--- src/rtl/fb_id_ctrl.sv ---
// fb_id_ctrl: decode-stage sequencer for the Firebird pipeline.
//
// Holds one fetched instruction in a single-entry buffer. It registers the
// decoded fields: encoding format, register indices, write-enable and the
// illegal flag. It issues the instruction to EX with a valid/ready handshake.
// When an instruction reads the destination of a load that has just issued,
// it inserts one bubble. A flush drops whatever ID holds.
//
// Ports:
//   clk, rst_n             clock (rising edge), asynchronous active-low reset
//   if_valid/if_inst/if_pc instruction offered by IF
//   id_ready               ID accepts the IF instruction this cycle
//                          (combinational from ex_ready)
//   flush                  redirect; kill ID contents, drop the IF instruction
//   ex_ready               EX accepts the ID instruction this cycle
//   id_valid               ID presents an instruction to EX
//   id_inst/id_pc          buffered instruction and PC
//   id_fmt                 0=R 1=I 2=S 3=B 4=U 5=J 7=illegal
//   id_rs1/id_rs2/id_rd    register fields inst[19:15], inst[24:20], inst[11:7]
//   id_reg_we              instruction writes a non-zero rd
//   id_illegal             opcode not recognised
//   stall_cnt              saturating count of load-use bubble cycles
module fb_id_ctrl #(
  parameter int XLEN  = 32,
  parameter int CNT_W = 16
) (
  input  logic             clk,
  input  logic             rst_n,
  input  logic             if_valid,
  input  logic [XLEN-1:0]  if_inst,
  input  logic [XLEN-1:0]  if_pc,
  output logic             id_ready,
  input  logic             flush,
  input  logic             ex_ready,
  output logic             id_valid,
  output logic [XLEN-1:0]  id_inst,
  output logic [XLEN-1:0]  id_pc,
  output logic [2:0]       id_fmt,
  output logic [4:0]       id_rs1,
  output logic [4:0]       id_rs2,
  output logic [4:0]       id_rd,
  output logic             id_reg_we,
  output logic             id_illegal,
  output logic [CNT_W-1:0] stall_cnt
);

  typedef enum logic [1:0] {
    ST_EMPTY = 2'd0,
    ST_FULL  = 2'd1,
    ST_STALL = 2'd2
  } state_e;

  localparam logic [2:0] FMT_R   = 3'd0;
  localparam logic [2:0] FMT_I   = 3'd1;
  localparam logic [2:0] FMT_S   = 3'd2;
  localparam logic [2:0] FMT_B   = 3'd3;
  localparam logic [2:0] FMT_U   = 3'd4;
  localparam logic [2:0] FMT_J   = 3'd5;
  localparam logic [2:0] FMT_ILL = 3'd7;

  localparam logic [4:0] OP_LOAD   = 5'b00000;
  localparam logic [4:0] OP_IMM    = 5'b00100;
  localparam logic [4:0] OP_JALR   = 5'b11001;
  localparam logic [4:0] OP_STORE  = 5'b01000;
  localparam logic [4:0] OP_BRANCH = 5'b11000;
  localparam logic [4:0] OP_JAL    = 5'b11011;
  localparam logic [4:0] OP_LUI    = 5'b01101;
  localparam logic [4:0] OP_AUIPC  = 5'b00101;
  localparam logic [4:0] OP_REG    = 5'b01100;

  // Major opcode (inst[6:2]) to encoding format; inst[1:0] is ignored.
  function automatic logic [2:0] decode_fmt(input logic [4:0] op);
    case (op)
      OP_LOAD, OP_IMM, OP_JALR: decode_fmt = FMT_I;
      OP_STORE:                 decode_fmt = FMT_S;
      OP_BRANCH:                decode_fmt = FMT_B;
      OP_JAL:                   decode_fmt = FMT_J;
      OP_LUI, OP_AUIPC:         decode_fmt = FMT_U;
      OP_REG:                   decode_fmt = FMT_R;
      default:                  decode_fmt = FMT_ILL;
    endcase
  endfunction

  function automatic logic [CNT_W-1:0] sat_inc(input logic [CNT_W-1:0] v);
    sat_inc = (&v) ? v : v + CNT_W'(1);
  endfunction

  state_e            state_q, state_d;
  logic              ld_pend_q, ld_pend_d;
  logic [4:0]        ld_rd_q, ld_rd_d;
  logic [XLEN-1:0]   inst_q, inst_d;
  logic [XLEN-1:0]   pc_q, pc_d;
  logic [2:0]        fmt_q, fmt_d;
  logic [4:0]        rs1_q, rs1_d;
  logic [4:0]        rs2_q, rs2_d;
  logic [4:0]        rd_q, rd_d;
  logic              reg_we_q, reg_we_d;
  logic              illegal_q, illegal_d;
  logic              is_load_q, is_load_d;
  logic              rs1_use_q, rs1_use_d;
  logic              rs2_use_q, rs2_use_d;
  logic [CNT_W-1:0]  stall_cnt_q, stall_cnt_d;

  // Decode of the instruction offered by IF.
  logic [2:0] new_fmt;
  logic [4:0] new_rs1, new_rs2, new_rd;
  logic       new_rs1_use, new_rs2_use, new_we, new_load;

  always_comb begin
    new_fmt     = decode_fmt(if_inst[6:2]);
    new_rs1     = if_inst[19:15];
    new_rs2     = if_inst[24:20];
    new_rd      = if_inst[11:7];
    new_rs1_use = (new_fmt == FMT_R) || (new_fmt == FMT_I) ||
                  (new_fmt == FMT_S) || (new_fmt == FMT_B);
    new_rs2_use = (new_fmt == FMT_R) || (new_fmt == FMT_S) || (new_fmt == FMT_B);
    new_we      = ((new_fmt == FMT_R) || (new_fmt == FMT_I) ||
                   (new_fmt == FMT_U) || (new_fmt == FMT_J)) && (new_rd != 5'd0);
    new_load    = (if_inst[6:2] == OP_LOAD);
  end

  // Hazard of the buffered instruction against the outstanding load.
  logic hazard, issue, capture, cap_hazard;

  always_comb begin
    hazard  = ld_pend_q &&
              ((rs1_use_q && (rs1_q == ld_rd_q)) || (rs2_use_q && (rs2_q == ld_rd_q)));
    issue   = (state_q == ST_FULL) && !hazard && ex_ready && !flush;
    capture = !flush && if_valid && ((state_q == ST_EMPTY) || issue);

    id_valid = (state_q == ST_FULL) && !hazard;
    id_ready = (state_q == ST_EMPTY) || ((state_q == ST_FULL) && !hazard && ex_ready);
  end

  // Load tracking: a load issuing with rd != 0 arms the pending flag; any
  // other cycle with ex_ready set means the load has moved past EX.
  always_comb begin
    ld_pend_d = ld_pend_q;
    ld_rd_d   = ld_rd_q;
    if (flush) begin
      ld_pend_d = 1'b0;
    end else if (issue && is_load_q && (rd_q != 5'd0)) begin
      ld_pend_d = 1'b1;
      ld_rd_d   = rd_q;
    end else if (ex_ready) begin
      ld_pend_d = 1'b0;
    end
  end

  // The captured instruction is checked against the load that is issuing in
  // the same cycle, so a dependent instruction goes straight to STALL. This
  // keeps the penalty at exactly one bubble.
  always_comb begin
    cap_hazard = ld_pend_d &&
                 ((new_rs1_use && (new_rs1 == ld_rd_d)) ||
                  (new_rs2_use && (new_rs2 == ld_rd_d)));
  end

  always_comb begin
    state_d     = state_q;
    inst_d      = inst_q;
    pc_d        = pc_q;
    fmt_d       = fmt_q;
    rs1_d       = rs1_q;
    rs2_d       = rs2_q;
    rd_d        = rd_q;
    reg_we_d    = reg_we_q;
    illegal_d   = illegal_q;
    is_load_d   = is_load_q;
    rs1_use_d   = rs1_use_q;
    rs2_use_d   = rs2_use_q;
    stall_cnt_d = stall_cnt_q;

    // Bubble counting is independent of flush; the cycle was lost either way.
    if (state_q == ST_STALL) begin
      stall_cnt_d = sat_inc(stall_cnt_q);
    end

    if (flush) begin
      state_d = ST_EMPTY;
    end else begin
      case (state_q)
        ST_EMPTY: begin
          if (capture) state_d = cap_hazard ? ST_STALL : ST_FULL;
        end
        ST_FULL: begin
          if (hazard) begin
            state_d = ST_STALL;
          end else if (ex_ready) begin
            if (capture) state_d = cap_hazard ? ST_STALL : ST_FULL;
            else         state_d = ST_EMPTY;
          end
        end
        ST_STALL: begin
          if (ex_ready) state_d = ST_FULL;
        end
        default: state_d = ST_EMPTY;
      endcase
    end

    // Decoded fields only change on capture; stale after a flush.
    if (capture) begin
      inst_d    = if_inst;
      pc_d      = if_pc;
      fmt_d     = new_fmt;
      rs1_d     = new_rs1;
      rs2_d     = new_rs2;
      rd_d      = new_rd;
      reg_we_d  = new_we;
      illegal_d = (new_fmt == FMT_ILL);
      is_load_d = new_load;
      rs1_use_d = new_rs1_use;
      rs2_use_d = new_rs2_use;
    end
  end

  always_ff @(posedge clk or negedge rst_n) begin
    if (!rst_n) begin
      state_q     <= ST_EMPTY;
      ld_pend_q   <= 1'b0;
      ld_rd_q     <= '0;
      inst_q      <= '0;
      pc_q        <= '0;
      fmt_q       <= '0;
      rs1_q       <= '0;
      rs2_q       <= '0;
      rd_q        <= '0;
      reg_we_q    <= 1'b0;
      illegal_q   <= 1'b0;
      is_load_q   <= 1'b0;
      rs1_use_q   <= 1'b0;
      rs2_use_q   <= 1'b0;
      stall_cnt_q <= '0;
    end else begin
      state_q     <= state_d;
      ld_pend_q   <= ld_pend_d;
      ld_rd_q     <= ld_rd_d;
      inst_q      <= inst_d;
      pc_q        <= pc_d;
      fmt_q       <= fmt_d;
      rs1_q       <= rs1_d;
      rs2_q       <= rs2_d;
      rd_q        <= rd_d;
      reg_we_q    <= reg_we_d;
      illegal_q   <= illegal_d;
      is_load_q   <= is_load_d;
      rs1_use_q   <= rs1_use_d;
      rs2_use_q   <= rs2_use_d;
      stall_cnt_q <= stall_cnt_d;
    end
  end

  assign id_inst    = inst_q;
  assign id_pc      = pc_q;
  assign id_fmt     = fmt_q;
  assign id_rs1     = rs1_q;
  assign id_rs2     = rs2_q;
  assign id_rd      = rd_q;
  assign id_reg_we  = reg_we_q;
  assign id_illegal = illegal_q;
  assign stall_cnt  = stall_cnt_q;

endmodule

--- config.mk ---
export PLATFORM = sky130hd
export DESIGN_NAME = fb_id_ctrl
export DESIGN_NICKNAME = d
export VERILOG_FILES = /design/src/rtl/fb_id_ctrl.sv
export SDC_FILE = /design/constraint.sdc
export NUM_CORES = 1
export LEC_CHECK = 0
export BUFFER_PORTS_ARGS = -buffer_cell sky130_fd_sc_hd__buf_2
export CAP_MARGIN = 15
export CORE_UTILIZATION = 43
export CTS_CLUSTER_SIZE = 20
export DETAILED_ROUTE_END_ITERATION = 10
export GPL_TIMING_DRIVEN = 0
export HOLD_SLACK_MARGIN = 0.03
export PLACE_DENSITY = 0.76
export RECOVER_POWER = 100
export SETUP_SLACK_MARGIN = 0.5
export SLEW_MARGIN = 20
export SYNTH_ARGS = -nofsm -noshare
export SYNTH_HDL_FRONTEND = slang
export SYNTH_SLANG_ARGS = --single-unit
export TNS_END_PERCENT = 1
--- constraint.sdc ---
create_clock -name clk -period 2.83 [get_ports clk]
set_clock_uncertainty 0.2 [all_clocks]
set_input_delay 0.1415 -clock clk [delete_from_list [all_inputs] [get_ports clk]]
set_output_delay 0.1415 -clock clk [all_outputs]
set_load 0.03 [all_outputs]
# Word-level counts from Yosys, hierarchy flattened
# Memories as Yosys holds them, arrays and structs flattened.
# Index checks and enable logic that the tools add are counted.
# Widths: inputs -> output; s select.
dict set report word_totals {
  reg_bits 111
  romBits 96
  inputBits 69
  wordCells 81
  mem_count 1
}
dict set report classes {
  add_sub_neg 1
  n_eq_ne 15
  muxes 13
  n_bitwise 1
  n_reduce_logical 35
}
# name depth word_bits rd rd_clocked_by_memory_dff wr line_no
set memory_table {}
lappend memory_table {{(name not given)} 32 3 1 0 0 73} ;# case (op)
# op n
set ops {}
lappend ops {{$eq 5x5->1} 4}
lappend ops {{$add 16x1->16 const B} 1}
lappend ops {{$reduce_and 16->1} 1}
lappend ops {{$logic_and 1x1->1} 14}
lappend ops {{$mux 2} 7}
lappend ops {{$logic_or 1x1->1} 11}
lappend ops {{$mux 5} 2}
lappend ops {{$reduce_bool 5->1} 2}
lappend ops {{$eq 3x3->1 const B} 3}
lappend ops {{$eq 3x2->1 const B} 2}
lappend ops {{$ne 3x3->1 const B} 2}
lappend ops {{$pmux 2 s3} 1}
lappend ops {{$logic_not 5->1} 1}
lappend ops {{$ne 4x4->1 const B} 1}
lappend ops {{$eq 3x1->1 const B} 1}
lappend ops {{$logic_not 3->1} 1}
lappend ops {{$mux 1} 3}
lappend ops {{$reduce_and 3->1} 1}
lappend ops {{$eq 2x1->1 const B} 1}
lappend ops {{$eq 2x2->1 const B} 1}
lappend ops {{$logic_not 1->1} 2}
lappend ops {{$logic_not 2->1} 1}
lappend ops {{$reduce_and 2->1} 1}
lappend ops {{$not 1->1} 1}

# Longest topological paths before layout
dict set report depth {
  depth_word 22
  ltp_mapped 11
  depth_no_buf 9
}

# Worst setup path after synthesis
# No wires, ideal clock.
dict set report synth_path {
  kind {register to register}
  start {reg, netlist name id_inst[16]}
  end {reg inst_q[21], in the netlist id_inst[21]}
  arrival_time_ns 2.565
  setup_slack_ns -0.060
  path_stages_with_launch 10
  synth_period_minus_slack_ns 2.890
  path_cell_list {dfrtp_1 -> xnor2_1 -> nand3_1 -> o22a_1 -> nand2_1 -> a21oi_1 -> and3_1 -> buf_2 -> buf_2 -> mux2_2}
}
# item line_no
set synth_rtl {}
lappend synth_rtl {{end signal, assigned} 238} ;# inst_q <= inst_d;
lappend synth_rtl {{end, declared} 91} ;# logic [XLEN-1:0] inst_q, inst_d;

==> impl_metrics.toml <==
[yosys]
async_flop_share = 1.000
synth_nets = 426
netlist_top_cells_count = "dfrtp_1 (96), mux2_2 (71), xnor2_1 (25)"
synthTopCellsByArea = "dfrtp_1 (54%), mux2_2 (18%), xnor2_1 (4.9%)"
yosysSeqAreaShare = 0.5368
synth_area_mm2 = 0.004476
synth_top_flop_cell = "dfrtp_1"
yosys.area.top_type_share = 0.5368
yosys_warnings = 0
yosysMostFrequentCell = "dfrtp_1"
synth_seq_cells = 96
yosysUniqueCellTypes = 51
yosysTopAreaCell = "dfrtp_1"
synth_cells = 356
synth_enable_flop_cells = 0
syn_avg_cell_area_um2 = 12.57

[route]
met3WireLength_um = 757
ant_nets = 0
highest_layer = "met4"
drc = 0
via_per_inst = 5.108
wl_met2_mm = 6.446
vias = 3877
wl_per_cell_um = 16.16
wirelength_mm = 12.27
wl_met1_mm = 4.728
drt-initial-drc-count = 178
dr.pass1.iters = 4

[clocking]
clockRootBuffer = "clkbuf_8"
clk_pin_slew_ps = 80
cts_inserted_buffers = 9
h-tree-depth = 3
cts_tree = "done"
clk_latency_ps = 360
clockBufferDepth = 2
cts_sinks = 96

[placed_design]
portBuffers = 169
hpwl_mm = 7.736
place_ws_ps = 29.22
place.gp.congestion = 0.8717

[worst_hold_path]
worstHoldStart = "ex_ready"
hold_path_end = "state_q[0]"
holdCritPathClass = "input pin to flip-flop"
hold_depth = 4

[floorplanning]
fp.dieW_um = 104.0
pin_count = 171
dieHeight_um = 104.0
dieArea_mm2 = 0.01082
core.rowCount = 36
start_util = 0.4516
core_area_mm2 = 0.009910

[final_layout]
fin_util = 0.6676
diodes = 0
syn2layout_area_growth_pct = 47.81
drive_gt1_frac = 0.3850
finalNetCount = 691

[critical_path]
reg2reg_slack_ps = 140
timing.rr.end = "state_q[0]"
worstPathRequired_ps = 2880
worstPathBufferInverterCount = 0
slowest_stage = "or4_4"
rr_worst_depth = 7
cp_max_fo = 5
arrival_ps = 2740
startpoint_type = "flip-flop"
path_class = "flip-flop to flip-flop"
critPathTopFamily = "simple AND/OR/NAND/NOR gates"
slowest_delay_ps = 550
cp_cell_sequence = "or4_4, o2111a_1, nand4_1, o311ai_4, nor4_4, o32ai_2, o31a_1"
critical_path_depth = 7
cp-end-kind = "flip-flop"
r2r-start = "id_inst[7]"

[global_routing]
grtUsageTotal = 0.2304
grt_max_degree = 81
grt_antenna_before_repair = 1
grt_pass1_vias = 4074
grt_pass1_wl_mm = 19.74
overflow = 0

[sta]
period_minus_slack_ps = 2688
slew_violations = 81
fmax_ghz = 0.3720
post-route-period-util = 0.9498
finalSetupViolations = 0
final_hold_viol_count = 0
max_slew.worst_pin.slew_ps = 1751
max-slew-margin-rel = -0.1674
setup_slack_ps = 142.0
rsz0062_at_grt = "yes"

[power_and_ir_drop]
p_leak_uw = 0.002842
vdd_drop_max_mv = 0.3977
p_per_area_mw_per_mm2 = 611.9

[outcome]
violations = "max-capacitance violations, max-slew violations"
status = "finished, violations left"

[run]
drv_cap = 1
==> cell usage in the layout (no fill, tap or decap), drive strengths merged, types with 2 or more instances in the layout <==
cell,count
and3,3
nor3,4
nor2,17
inv,13
a21oi,8
bufinv,2
o22ai,2
a221oi,2
nor4,2
or2,4
xor2,4
dfrtp,96
nor2b,4
clkbuf,111
a2111oi,2
nand4,6
mux2,72
xnor2,25
buf,114
nand2,17
nand3,13
o21ai,6
dlygate4sd3,68
o31a,2
o221ai,5
o311ai,2
nand2b,3
==> routing by layer <==
layer,global-route usage,vias up
met1,0.2647,1905
met4,0.09796,0
met5,0,-
met3,0.06015,33
met2,0.4048,160
li1,-,1779
==> worst reg2reg max path: stages, from the launching register on <==
cell and delay [ps]:
dfrtp_2 420, or4_4 560, o2111a_1 350, nand4_1 180, o311ai_4 140, nor4_4 330, o32ai_2 160, o31a_1 250
==> state kept, by name (all words and copies together), names as in the netlist <==
| register | cells |
|---|---|
| stall_cnt | 16 |
| rs2_use_q | 1 |
| id_inst | 32 |
| state_q | 2 |
| id_fmt | 3 |
| is_load_q | 1 |
| id_reg_we | 1 |
| ld_pend_q | 1 |
| ld_rd_q | 5 |
| id_pc | 32 |
| rs1_use_q | 1 |
| id_illegal | 1 |
==> worst max-delay path by stage <==
| stage | startpoint | end | slack, ps |
|---|---|---|---|
| 6_report | id_inst[7] | state_q[0] | 140 |
| 5_1_grt | id_inst[7] | state_q[0] | 30 |
| 4_1_cts | ld_rd_q[3] | state_q[0] | 150 |
| 3_5_place_dp | ld_rd_q[4] | state_q[0] | 30 |
| 3_3_place_gp | ld_rd_q[4] | state_q[0] | -20 |
| 2_1_floorplan | id_inst[7] | state_q[0] | 270 |
==> through the flow <==
stage	hold WS [ps]	total power (uW)	instance area, um2	cells	TNS (ps)
4_1_cts	19.74	4058	6614	752	0
5_1_grt	60.65	4230	6615	759	0
6_report	53.04	4048	6615	759	0
2_1_floorplan	-354.1	2522	4503	356	0
3_3_place_gp	172.8	2884	5515	658	-17.57
3_5_place_dp	-215.2	2919	5549	659	0
==> report_power, final <==
part           internal, uW  switching (uW)
sequential             1560             158
combinational           520             810
clock                   546             456
==> cells by family after synthesis <==
logic type | after synthesis | share of synthesized area
xor gates and xnor gates | 29 | 0.05675
AOI/OAI and AO/OA | 41 | 0.07717
buffers and inverters | 39 | 0.05312
DFF | 96 | 0.5368
muxes | 73 | 0.1842
and+or+nand+nor | 77 | 0.08918
adders and majority gates | 1 | 0.002795
==> repair_timing <==
action                     4_1_cts  5_1_grt
setup endpoints to repair       74       83
gates resized for setup         13       17
pin swaps                        9        8
setup buffers                    9        7
hold buffers                    68        0
hold endpoints to repair       165        0
==> cell type report <==
type,count,area (um2)
fill,776,3294
sequential,96,2411
multi-input combinational,221,2036
timing repair buffer,254,1538
buffer,26,188.9
tap,133,166.4
clock buffer,13,158.9
clock inverter,3,65.06
inverter,13,51.30
(Power assumes the default switching activity.)
